$ cat src/rtl/multicycle_control_unit_if.sv
// Control-unit <-> datapath/memory signal bundle for the multi-cycle 16-bit CPU.
// CU_PERF_COUNTERS_EN adds the PERF_W parameter and the cycle/retire counter signals.
interface multicycle_control_unit_if #(
  parameter int unsigned OPCODE_W = 4,
  parameter int unsigned ALUOP_W  = 2
`ifdef CU_PERF_COUNTERS_EN
  , parameter int unsigned PERF_W = 16
`endif
);
  logic                enable;
  logic [OPCODE_W-1:0] opcode;
  logic                zero;
  logic                mem_ready;
  logic                instr_req;
  logic                ir_write;
  logic                pc_write;
  logic                pc_branch;
  logic                mem_read;
  logic                mem_write;
  logic                reg_write;
  logic                reg_dst;
  logic                alu_src;
  logic                mem_to_reg;
  logic [ALUOP_W-1:0]  alu_op;
  logic                illegal;
  logic [2:0]          state;
`ifdef CU_PERF_COUNTERS_EN
  logic [PERF_W-1:0]   cycle_cnt;
  logic [PERF_W-1:0]   retire_cnt;
`endif

  modport master (
    input  enable, opcode, zero, mem_ready,
    output instr_req, ir_write, pc_write, pc_branch, mem_read, mem_write,
    output reg_write, reg_dst, alu_src, mem_to_reg, alu_op, illegal, state
`ifdef CU_PERF_COUNTERS_EN
    , output cycle_cnt, retire_cnt
`endif
  );

  modport slave (
    output enable, opcode, zero, mem_ready,
    input  instr_req, ir_write, pc_write, pc_branch, mem_read, mem_write,
    input  reg_write, reg_dst, alu_src, mem_to_reg, alu_op, illegal, state
`ifdef CU_PERF_COUNTERS_EN
    , input cycle_cnt, retire_cnt
`endif
  );
endinterface

$ cat src/rtl/multicycle_control_unit.sv
// Multi-cycle FETCH/DECODE/EXEC/MEM/WB sequencer with illegal-opcode trap.
// Define CU_PERF_COUNTERS_EN to add the cycle_cnt/retire_cnt performance counters.
module multicycle_control_unit #(
  parameter int unsigned OPCODE_W = 4,
  parameter int unsigned ALUOP_W  = 2
`ifdef CU_PERF_COUNTERS_EN
  , parameter int unsigned PERF_W = 16
`endif
) (
  input  logic                      clk,
  input  logic                      reset,
  multicycle_control_unit_if.master bus
);

  typedef enum logic [2:0] {
    StFetch  = 3'd0,
    StDecode = 3'd1,
    StExec   = 3'd2,
    StMem    = 3'd3,
    StWb     = 3'd4,
    StTrap   = 3'd7
  } state_e;

  typedef enum logic [2:0] {ClsR, ClsI, ClsLw, ClsSw, ClsBeq} cls_e;

  state_e state_q;
  cls_e   cls_q;

  logic opcode_hi;
  generate
    if (OPCODE_W > 4) begin : g_hi
      assign opcode_hi = |bus.opcode[OPCODE_W-1:4];
    end else begin : g_no_hi
      assign opcode_hi = 1'b0;
    end
  endgenerate

  cls_e dec_cls;
  logic dec_ok;
  always_comb begin
    dec_cls = ClsR;
    dec_ok  = 1'b1;
    case (bus.opcode[3:0])
      4'b0000, 4'b0001, 4'b0010: dec_cls = ClsR;
      4'b1001, 4'b1010, 4'b1011: dec_cls = ClsI;
      4'b1100:                   dec_cls = ClsLw;
      4'b1101:                   dec_cls = ClsSw;
      4'b1111:                   dec_cls = ClsBeq;
      default:                   dec_ok  = 1'b0;
    endcase
    if (opcode_hi) dec_ok = 1'b0;
  end

  always_ff @(posedge clk or posedge reset) begin
    if (reset) begin
      state_q <= StFetch;
      cls_q   <= ClsR;
    end else begin
      case (state_q)
        StFetch:  if (bus.enable && bus.mem_ready) state_q <= StDecode;
        StDecode: begin
          if (dec_ok) begin
            cls_q   <= dec_cls;
            state_q <= StExec;
          end else begin
            state_q <= StTrap;
          end
        end
        StExec: begin
          case (cls_q)
            ClsBeq:       state_q <= StFetch;
            ClsLw, ClsSw: state_q <= StMem;
            default:      state_q <= StWb;
          endcase
        end
        StMem:    if (bus.mem_ready) state_q <= (cls_q == ClsLw) ? StWb : StFetch;
        StWb:     state_q <= StFetch;
        StTrap:   state_q <= StTrap;
        default:  state_q <= StFetch;
      endcase
    end
  end

  logic       cls_alu_src;
  logic [1:0] cls_alu_op;
  always_comb begin
    cls_alu_src = 1'b0;
    cls_alu_op  = 2'b00;
    case (cls_q)
      ClsR:         begin cls_alu_src = 1'b0; cls_alu_op = 2'b10; end
      ClsI:         begin cls_alu_src = 1'b1; cls_alu_op = 2'b11; end
      ClsLw, ClsSw: begin cls_alu_src = 1'b1; cls_alu_op = 2'b00; end
      ClsBeq:       begin cls_alu_src = 1'b0; cls_alu_op = 2'b01; end
      default:      ;
    endcase
  end

  logic       instr_req_c, ir_write_c, pc_write_c, pc_branch_c, mem_read_c, mem_write_c;
  logic       reg_write_c, reg_dst_c, alu_src_c, mem_to_reg_c, illegal_c;
  logic [1:0] alu_op_c;
  always_comb begin
    instr_req_c  = 1'b0;
    ir_write_c   = 1'b0;
    pc_write_c   = 1'b0;
    pc_branch_c  = 1'b0;
    mem_read_c   = 1'b0;
    mem_write_c  = 1'b0;
    reg_write_c  = 1'b0;
    reg_dst_c    = 1'b0;
    alu_src_c    = 1'b0;
    mem_to_reg_c = 1'b0;
    illegal_c    = 1'b0;
    alu_op_c     = 2'b00;
    case (state_q)
      StFetch: begin
        instr_req_c = bus.enable;
        ir_write_c  = bus.enable & bus.mem_ready;
        pc_write_c  = bus.enable & bus.mem_ready;
      end
      StExec: begin
        alu_src_c   = cls_alu_src;
        alu_op_c    = cls_alu_op;
        pc_branch_c = (cls_q == ClsBeq) & bus.zero;
      end
      StMem: begin
        alu_src_c   = cls_alu_src;
        alu_op_c    = cls_alu_op;
        mem_read_c  = (cls_q == ClsLw);
        mem_write_c = (cls_q == ClsSw);
      end
      StWb: begin
        alu_src_c    = cls_alu_src;
        alu_op_c     = cls_alu_op;
        reg_write_c  = 1'b1;
        reg_dst_c    = (cls_q == ClsR);
        mem_to_reg_c = (cls_q == ClsLw);
      end
      StTrap:  illegal_c = 1'b1;
      default: ;
    endcase
  end

  // Outputs drop the instant reset rises, even while enable/mem_ready are still high.
  assign bus.instr_req  = instr_req_c  & ~reset;
  assign bus.ir_write   = ir_write_c   & ~reset;
  assign bus.pc_write   = pc_write_c   & ~reset;
  assign bus.pc_branch  = pc_branch_c  & ~reset;
  assign bus.mem_read   = mem_read_c   & ~reset;
  assign bus.mem_write  = mem_write_c  & ~reset;
  assign bus.reg_write  = reg_write_c  & ~reset;
  assign bus.reg_dst    = reg_dst_c    & ~reset;
  assign bus.alu_src    = alu_src_c    & ~reset;
  assign bus.mem_to_reg = mem_to_reg_c & ~reset;
  assign bus.illegal    = illegal_c    & ~reset;
  assign bus.alu_op     = ALUOP_W'(alu_op_c & {2{~reset}});
  assign bus.state      = state_q;

`ifdef CU_PERF_COUNTERS_EN
  logic [PERF_W-1:0] cycle_q, retire_q;
  logic              counting, retiring;

  assign counting = !((state_q == StFetch && !bus.enable) || state_q == StTrap);
  assign retiring = (state_q == StWb)
                  || (state_q == StMem && cls_q == ClsSw && bus.mem_ready)
                  || (state_q == StExec && cls_q == ClsBeq);

  always_ff @(posedge clk or posedge reset) begin
    if (reset) begin
      cycle_q  <= '0;
      retire_q <= '0;
    end else begin
      if (counting) cycle_q  <= cycle_q + PERF_W'(1);
      if (retiring) retire_q <= retire_q + PERF_W'(1);
    end
  end

  assign bus.cycle_cnt  = cycle_q;
  assign bus.retire_cnt = retire_q;
`endif

endmodule

$ cat src/flat_wrapper.sv
// flat-port wrapper written by rule: the top's interface ports become plain ports
module multicycle_control_unit_flat 
#(
  parameter int unsigned OPCODE_W = 4,
  parameter int unsigned ALUOP_W  = 2

)
  (clk, reset, bus_enable, bus_opcode, bus_zero, bus_mem_ready, bus_instr_req, bus_ir_write, bus_pc_write, bus_pc_branch, bus_mem_read, bus_mem_write, bus_reg_write, bus_reg_dst, bus_alu_src, bus_mem_to_reg, bus_alu_op, bus_illegal, bus_state);
  multicycle_control_unit_if #(.OPCODE_W(OPCODE_W), .ALUOP_W(ALUOP_W)) bus_i ();
  input  logic clk;
  input  logic reset;
  input wire logic [$bits(bus_i.enable)-1:0] bus_enable;
  input wire logic [$bits(bus_i.opcode)-1:0] bus_opcode;
  input wire logic [$bits(bus_i.zero)-1:0] bus_zero;
  input wire logic [$bits(bus_i.mem_ready)-1:0] bus_mem_ready;
  output wire logic [$bits(bus_i.instr_req)-1:0] bus_instr_req;
  output wire logic [$bits(bus_i.ir_write)-1:0] bus_ir_write;
  output wire logic [$bits(bus_i.pc_write)-1:0] bus_pc_write;
  output wire logic [$bits(bus_i.pc_branch)-1:0] bus_pc_branch;
  output wire logic [$bits(bus_i.mem_read)-1:0] bus_mem_read;
  output wire logic [$bits(bus_i.mem_write)-1:0] bus_mem_write;
  output wire logic [$bits(bus_i.reg_write)-1:0] bus_reg_write;
  output wire logic [$bits(bus_i.reg_dst)-1:0] bus_reg_dst;
  output wire logic [$bits(bus_i.alu_src)-1:0] bus_alu_src;
  output wire logic [$bits(bus_i.mem_to_reg)-1:0] bus_mem_to_reg;
  output wire logic [$bits(bus_i.alu_op)-1:0] bus_alu_op;
  output wire logic [$bits(bus_i.illegal)-1:0] bus_illegal;
  output wire logic [$bits(bus_i.state)-1:0] bus_state;
  assign bus_i.enable = bus_enable;
  assign bus_i.opcode = bus_opcode;
  assign bus_i.zero = bus_zero;
  assign bus_i.mem_ready = bus_mem_ready;
  assign bus_instr_req = bus_i.instr_req;
  assign bus_ir_write = bus_i.ir_write;
  assign bus_pc_write = bus_i.pc_write;
  assign bus_pc_branch = bus_i.pc_branch;
  assign bus_mem_read = bus_i.mem_read;
  assign bus_mem_write = bus_i.mem_write;
  assign bus_reg_write = bus_i.reg_write;
  assign bus_reg_dst = bus_i.reg_dst;
  assign bus_alu_src = bus_i.alu_src;
  assign bus_mem_to_reg = bus_i.mem_to_reg;
  assign bus_alu_op = bus_i.alu_op;
  assign bus_illegal = bus_i.illegal;
  assign bus_state = bus_i.state;
  multicycle_control_unit #(.OPCODE_W(OPCODE_W), .ALUOP_W(ALUOP_W)) u_core (.clk(clk), .reset(reset), .bus(bus_i));
endmodule
$ cat config.mk
export PLATFORM = sky130hd
export DESIGN_NAME = multicycle_control_unit_flat
export DESIGN_NICKNAME = d
export VERILOG_FILES = /design/src/rtl/multicycle_control_unit_if.sv /design/src/rtl/multicycle_control_unit.sv /design/src/flat_wrapper.sv
export SDC_FILE = /design/constraint.sdc
export NUM_CORES = 1
export LEC_CHECK = 0
export BUFFER_PORTS_ARGS = -buffer_cell sky130_fd_sc_hd__buf_2
export CAP_MARGIN = 20
export CORE_AREA = 3 3 40 42
export CTS_BUF_LIST = sky130_fd_sc_hd__clkbuf_4 sky130_fd_sc_hd__clkbuf_8 sky130_fd_sc_hd__clkbuf_16
export CTS_CLUSTER_SIZE = 30
export DETAILED_ROUTE_END_ITERATION = 7
export DIE_AREA = 0 0 43 45
export HOLD_SLACK_MARGIN = 0.15
export PLACE_DENSITY = 0.79
export SYNTH_ARGS = -nofsm -noshare
export SYNTH_HDL_FRONTEND = slang
export SYNTH_SLANG_ARGS = --single-unit
export TNS_END_PERCENT = 1
$ cat constraint.sdc
create_clock -name clk -period 4.3 [get_ports clk]
set_input_delay 0.86 -clock clk [delete_from_list [all_inputs] [get_ports clk]]
set_output_delay 0.86 -clock clk [all_outputs]
set_load 0.005 [all_outputs]
## After elaboration in Yosys (flattened, before gate mapping)

Index checks and enable logic that the tools add are counted.

- Multiplexer cells: 21
- Bitwise gates (word level): 14
- Equality and inequality tests: 19
- Reduce and logical (&&, ||, !) cells: 11

Operators with widths:

| operator | count |
|---|---|
| $eq A4 B4 Y1 const B | 6 |
| $pmux W3 S5 | 1 |
| $and A1 B1 Y1 | 12 |
| $eq A3 B2 Y1 const B | 4 |
| $mux W1 | 12 |
| $mux W3 | 4 |
| $pmux W3 S4 | 1 |
| $eq A3 B3 Y1 const B | 3 |
| $reduce_or A3 Y1 | 3 |
| $reduce_or A9 Y1 | 1 |
| $eq A3 B1 Y1 const B | 2 |
| $logic_not A3 Y1 | 2 |
| $pmux W2 S3 | 1 |
| $pmux W3 S2 | 1 |
| $eq A4 B1 Y1 const B | 1 |
| $eq A4 B2 Y1 const B | 1 |
| $logic_not A4 Y1 | 1 |
| $reduce_and A2 Y1 | 2 |
| $and A2 B2 Y2 | 1 |
| $mux W2 | 1 |
| $ne A2 B1 Y1 const B | 1 |
| $ne A2 B2 Y1 const B | 1 |
| $reduce_or A2 Y1 | 1 |
| $logic_and A1 B1 Y1 | 1 |
| $not A1 Y1 | 1 |

- Flip-flop bits (word level): 6
- Output and inout bits: 16
- Bits of input ports: 9
- Logic and storage cells: 67

## Longest topological paths before layout

- Word-level depth: 5
- Mapped depth: 6
- Gate-level depth less buffers: 4

## Worst setup path after synthesis

No wires, ideal clock.

- Path type: input -> output
- Start: input reset
- End: output bus_pc_write
- Slack: 1.997 ns
- Buffers on the path: 1
- Stages on the path: 4
- Arrival: 1.443 ns
- Path through: nor2_1 -> and3_1 -> and2_1 -> buf_4

- Cells in the longest elaborated chain, start to end: 2

Ends and longest elaborated chain:

| item | line | RTL |
|---|---|---|
| start, declared | flat_wrapper.sv:11 | `input logic reset;` |
| $not A1 Y1 | n/a |  |
| $and A1 B1 Y1 | n/a |  |
| end, declared | flat_wrapper.sv:18 | `output wire logic [$bits(bus_i.pc_write)-1:0] bus_pc_write;` |

Every way passes these cells.

## Worst setup path in the final report

- Start: input reset
- End: output bus_reg_dst

- Cells in the longest elaborated chain, start to end: 2

Ends and longest elaborated chain:

| item | line | RTL |
|---|---|---|
| $not A1 Y1 | multicycle_control_unit.sv:151 | `assign bus.reg_dst = reg_dst_c & ~reset;` |
| $and A1 B1 Y1 | multicycle_control_unit.sv:151 |  |
| end, declared | flat_wrapper.sv:23 | `output wire logic [$bits(bus_i.reg_dst)-1:0] bus_reg_dst;` |

Every way passes these cells.

==> results.cfg <==
[outcome]
outcome = complete, no violations

[synth]
synth-compound-area-share = 0.254
synth-warning-count = 0
post-synth-top-area-cell = sky130_fd_sc_hd__dfrtp_1
yosysMostFrequentCell = sky130_fd_sc_hd__inv_1
average_cell_area_after_synthesis_um2 = 7.38
synth_nets = 95
distinct_cell_type_count_after_synthesis = 38
synth_simple_gate_area_frac = 0.339
yosys.area.top_type_share = 0.237
synth-adder-area-share = 0
synth_top_family_by_area = simple AND/OR/NAND/NOR gates
synth_commonest_cells = 9 x sky130_fd_sc_hd__inv_1, 8 x sky130_fd_sc_hd__nor2_1, 6 x sky130_fd_sc_hd__dfrtp_1
synth_edf_count = 0
synth_flop_cell = sky130_fd_sc_hd__dfrtp_1
biggest_area_contributors_in_the_synthesized_netlist = sky130_fd_sc_hd__dfrtp_1 24%, sky130_fd_sc_hd__inv_1 5.3%, sky130_fd_sc_hd__nor4_1 4.9%, sky130_fd_sc_hd__nor2_1 4.7%, sky130_fd_sc_hd__a21oi_1 3.9%
synth_seq_area_share = 0.237
synth_mux_area_frac = 0.0158
synth_async_sr_flop_share = 1.00
syn-instance-count = 86
share_of_the_synthesized_netlist_area_taken_by_xor_and_xnor_gates = 0.0138
post_synth_instance_area_um2 = 634
ys_ff_latch = 6

[power_and_ir_drop]
worst_vdd_drop_mv = 0.262
power.density_nw_per_um2 = 510
leakagePower_nw = 0.374
power_uw = 378

[worst_setup_path]
critical-path-top-delay-family = buffers and inverters
crit_required_ps = 3440
reg2reg_setup_slack_ps = 2740
worstSetupEndpointType = output pin
path_class = in -> out
cp_max_fo = 8
crit_path_frequent_cell = sky130_fd_sc_hd__buf_2
timing.critical_path.slowest_stage_cell = sky130_fd_sc_hd__inv_1
regToRegEndpoint = u_core.cls_q[2]
critical_path.max_stage_delay_ps = 210
worst_ep_arrival_time_ps = 1720
timing.reg2reg.worst_path_depth = 4
crit-reg2reg-launch = u_core.bus.state[0]
worst-path-buf-inv = 3
critical_path.cell_chain = buf_2 -> inv_1 -> nand3_1 -> nor4_1 -> buf_2
timing.critical_path.from_type = primary input

[cts]
cts_hold_buffers = 0
clkTransAtPathRegs_ps = 40
clock_tree_from_tritoncts = done
cts.htree.levels = 1
clock-sinks = 6
cts-root-to-sink-buffers = 2
cts_made_buffers = 3
clk-insertion-delay-late_ps = 240
cts_resized = 0
root_buffer = sky130_fd_sc_hd__clkbuf_4
post-cts-setup-buffers = 0

[routing]
detail_route.drc_violations = 0
drt_iter0_drc = 16
ant_nets = 0
detail_route.wl_per_cell_um = 12.5
post_drt_via_cell_ratio = 5.70
via_count = 678
final_routed_wirelength_um = 1490
detailedRoute.firstPassIterationCount = 3

[sta]
hold_ws_ps = 582
finalSetupViolations = 0
max_clock_freq_mhz = 388
final.setup.tns_ps = 0
fin_skew_ps = 5.66
slew-limit-headroom = 0.742
final.min_clock_period_ps = 2580
finalCritPeriodShare = 0.599
worst_pin_slew_ps = 387
grt_setup_unrepaired = no
timing_hold_violations_final = 0
drv_slew = 0

[layout]
count_of_nets_after_finishing = 115
antenna_cells_inserted = 0
ff_latch_area_um2 = 150
areaGrowthSynthToFinish_pct = 16.8
multiInputGateArea_um2 = 395
fillerInstances = 125
layout_cell_share_with_drive_strength_beyond_1 = 0.308
final_area_um2 = 741
post-route-util = 0.576

[worst_hold_path]
worstHoldPathType = in -> async

[floorplan]
initial_core_util = 0.494
die_y_um = 45
io-pin-count = 25
fp.dieArea_um2 = 1940
rows = 13
floorplan.core_area_um2 = 1280
dieWidth_um = 43

[grt]
global_route.usage.total = 0.170
global_route.overflow_total = 0
vias_in_the_first_global_route = 592
wire_length_of_the_first_global_routing_pass_um = 2550
antenna_found_initial = 0
maximum_number_of_pins_on_one_net_before_global_route_repair = 15

[placement]
placement.io_buffers = 24
gpl.final_weighted_congestion = 0.794
placedInstanceArea_um2 = 718
estimated_wirelength_of_the_detail_placed_design_um = 1170

[job]
max_cap_violations = 0
[registers in the layout, summed over array words and instances (netlist names)]
name and cells:
u_core.cls_q 3, u_core.bus.state 3
[cell type report]
| class | instances | area share |
|---|---|---|
| multi-input cells | 62 | 0.534 |
| repair buffers | 24 | 0.162 |
| clock buffers | 3 | 0.0304 |
| well taps | 15 | 0.0253 |
| inverters | 9 | 0.0456 |
| flip-flops and latches | 6 | 0.203 |
[per-layer routing]
metal / share of wire / up-vias / GRT usage
met5: 0 / - / 0
met4: 0 / 0 / 0.0602
met3: 0.041 / 0 / 0.0398
met2: 0.51 / 14 / 0.275
met1: 0.45 / 317 / 0.224
li1: - / 347 / -
[cells by family (layout without fill, tap and decap cells)]
logic type	Yosys count	in the layout
AOI/OAI and AO/OA	23	23
buffers and inverters	18	36
and+or+nand+nor	37	37
xor gates and xnor gates	1	1
muxes	1	1
DFF	6	6
[stage by stage]
| stage | cells | worst slack [ps] |
|---|---|---|
| 2_1_floorplan | 86 | 2000 |
| 3_3_place_gp | 116 | 1750 |
| 3_5_place_dp | 116 | 1720 |
| 4_1_cts | 119 | 1710 |
| 5_1_grt | 119 | 1600 |
| 6_report | 119 | 1720 |
[worst max path at each step]
stage / endpoint / slack, ps / depth (start not counted) / start
after floorplan: bus_pc_write / 2000 / 4 / reset
after global placement: bus_reg_dst / 1750 / 5 / reset
after detailed placement: bus_reg_dst / 1720 / 5 / reset
after CTS: bus_reg_dst / 1710 / 5 / reset
after global routing: bus_reg_dst / 1600 / 5 / reset
final: bus_reg_dst / 1720 / 5 / reset
[where the power goes]
group | internal [mW] | total [mW] | leakage (nW) | switching [mW]
Sequential | 0.0791 | 0.149 | 0.0730 | 0.0700
Clock | 0.0314 | 0.0495 | 0.0138 | 0.0181
Combinational | 0.0921 | 0.179 | 0.288 | 0.0870
Total | 0.203 | 0.378 | 0.374 | 0.175
[layout by cell type, fill, tap and decap left out, types with 3 or more instances in the layout]
cell type,instances
sky130_fd_sc_hd__buf_2,24
sky130_fd_sc_hd__inv_1,9
sky130_fd_sc_hd__nor2_1,8
sky130_fd_sc_hd__dfrtp_1,6
sky130_fd_sc_hd__nand2_1,5
sky130_fd_sc_hd__a21oi_1,5
sky130_fd_sc_hd__o21ai_0,5
sky130_fd_sc_hd__nor4_1,5
sky130_fd_sc_hd__nand3_1,3
sky130_fd_sc_hd__clkbuf_4,3
No activity file was read; power rests on OpenSTA's default activity.
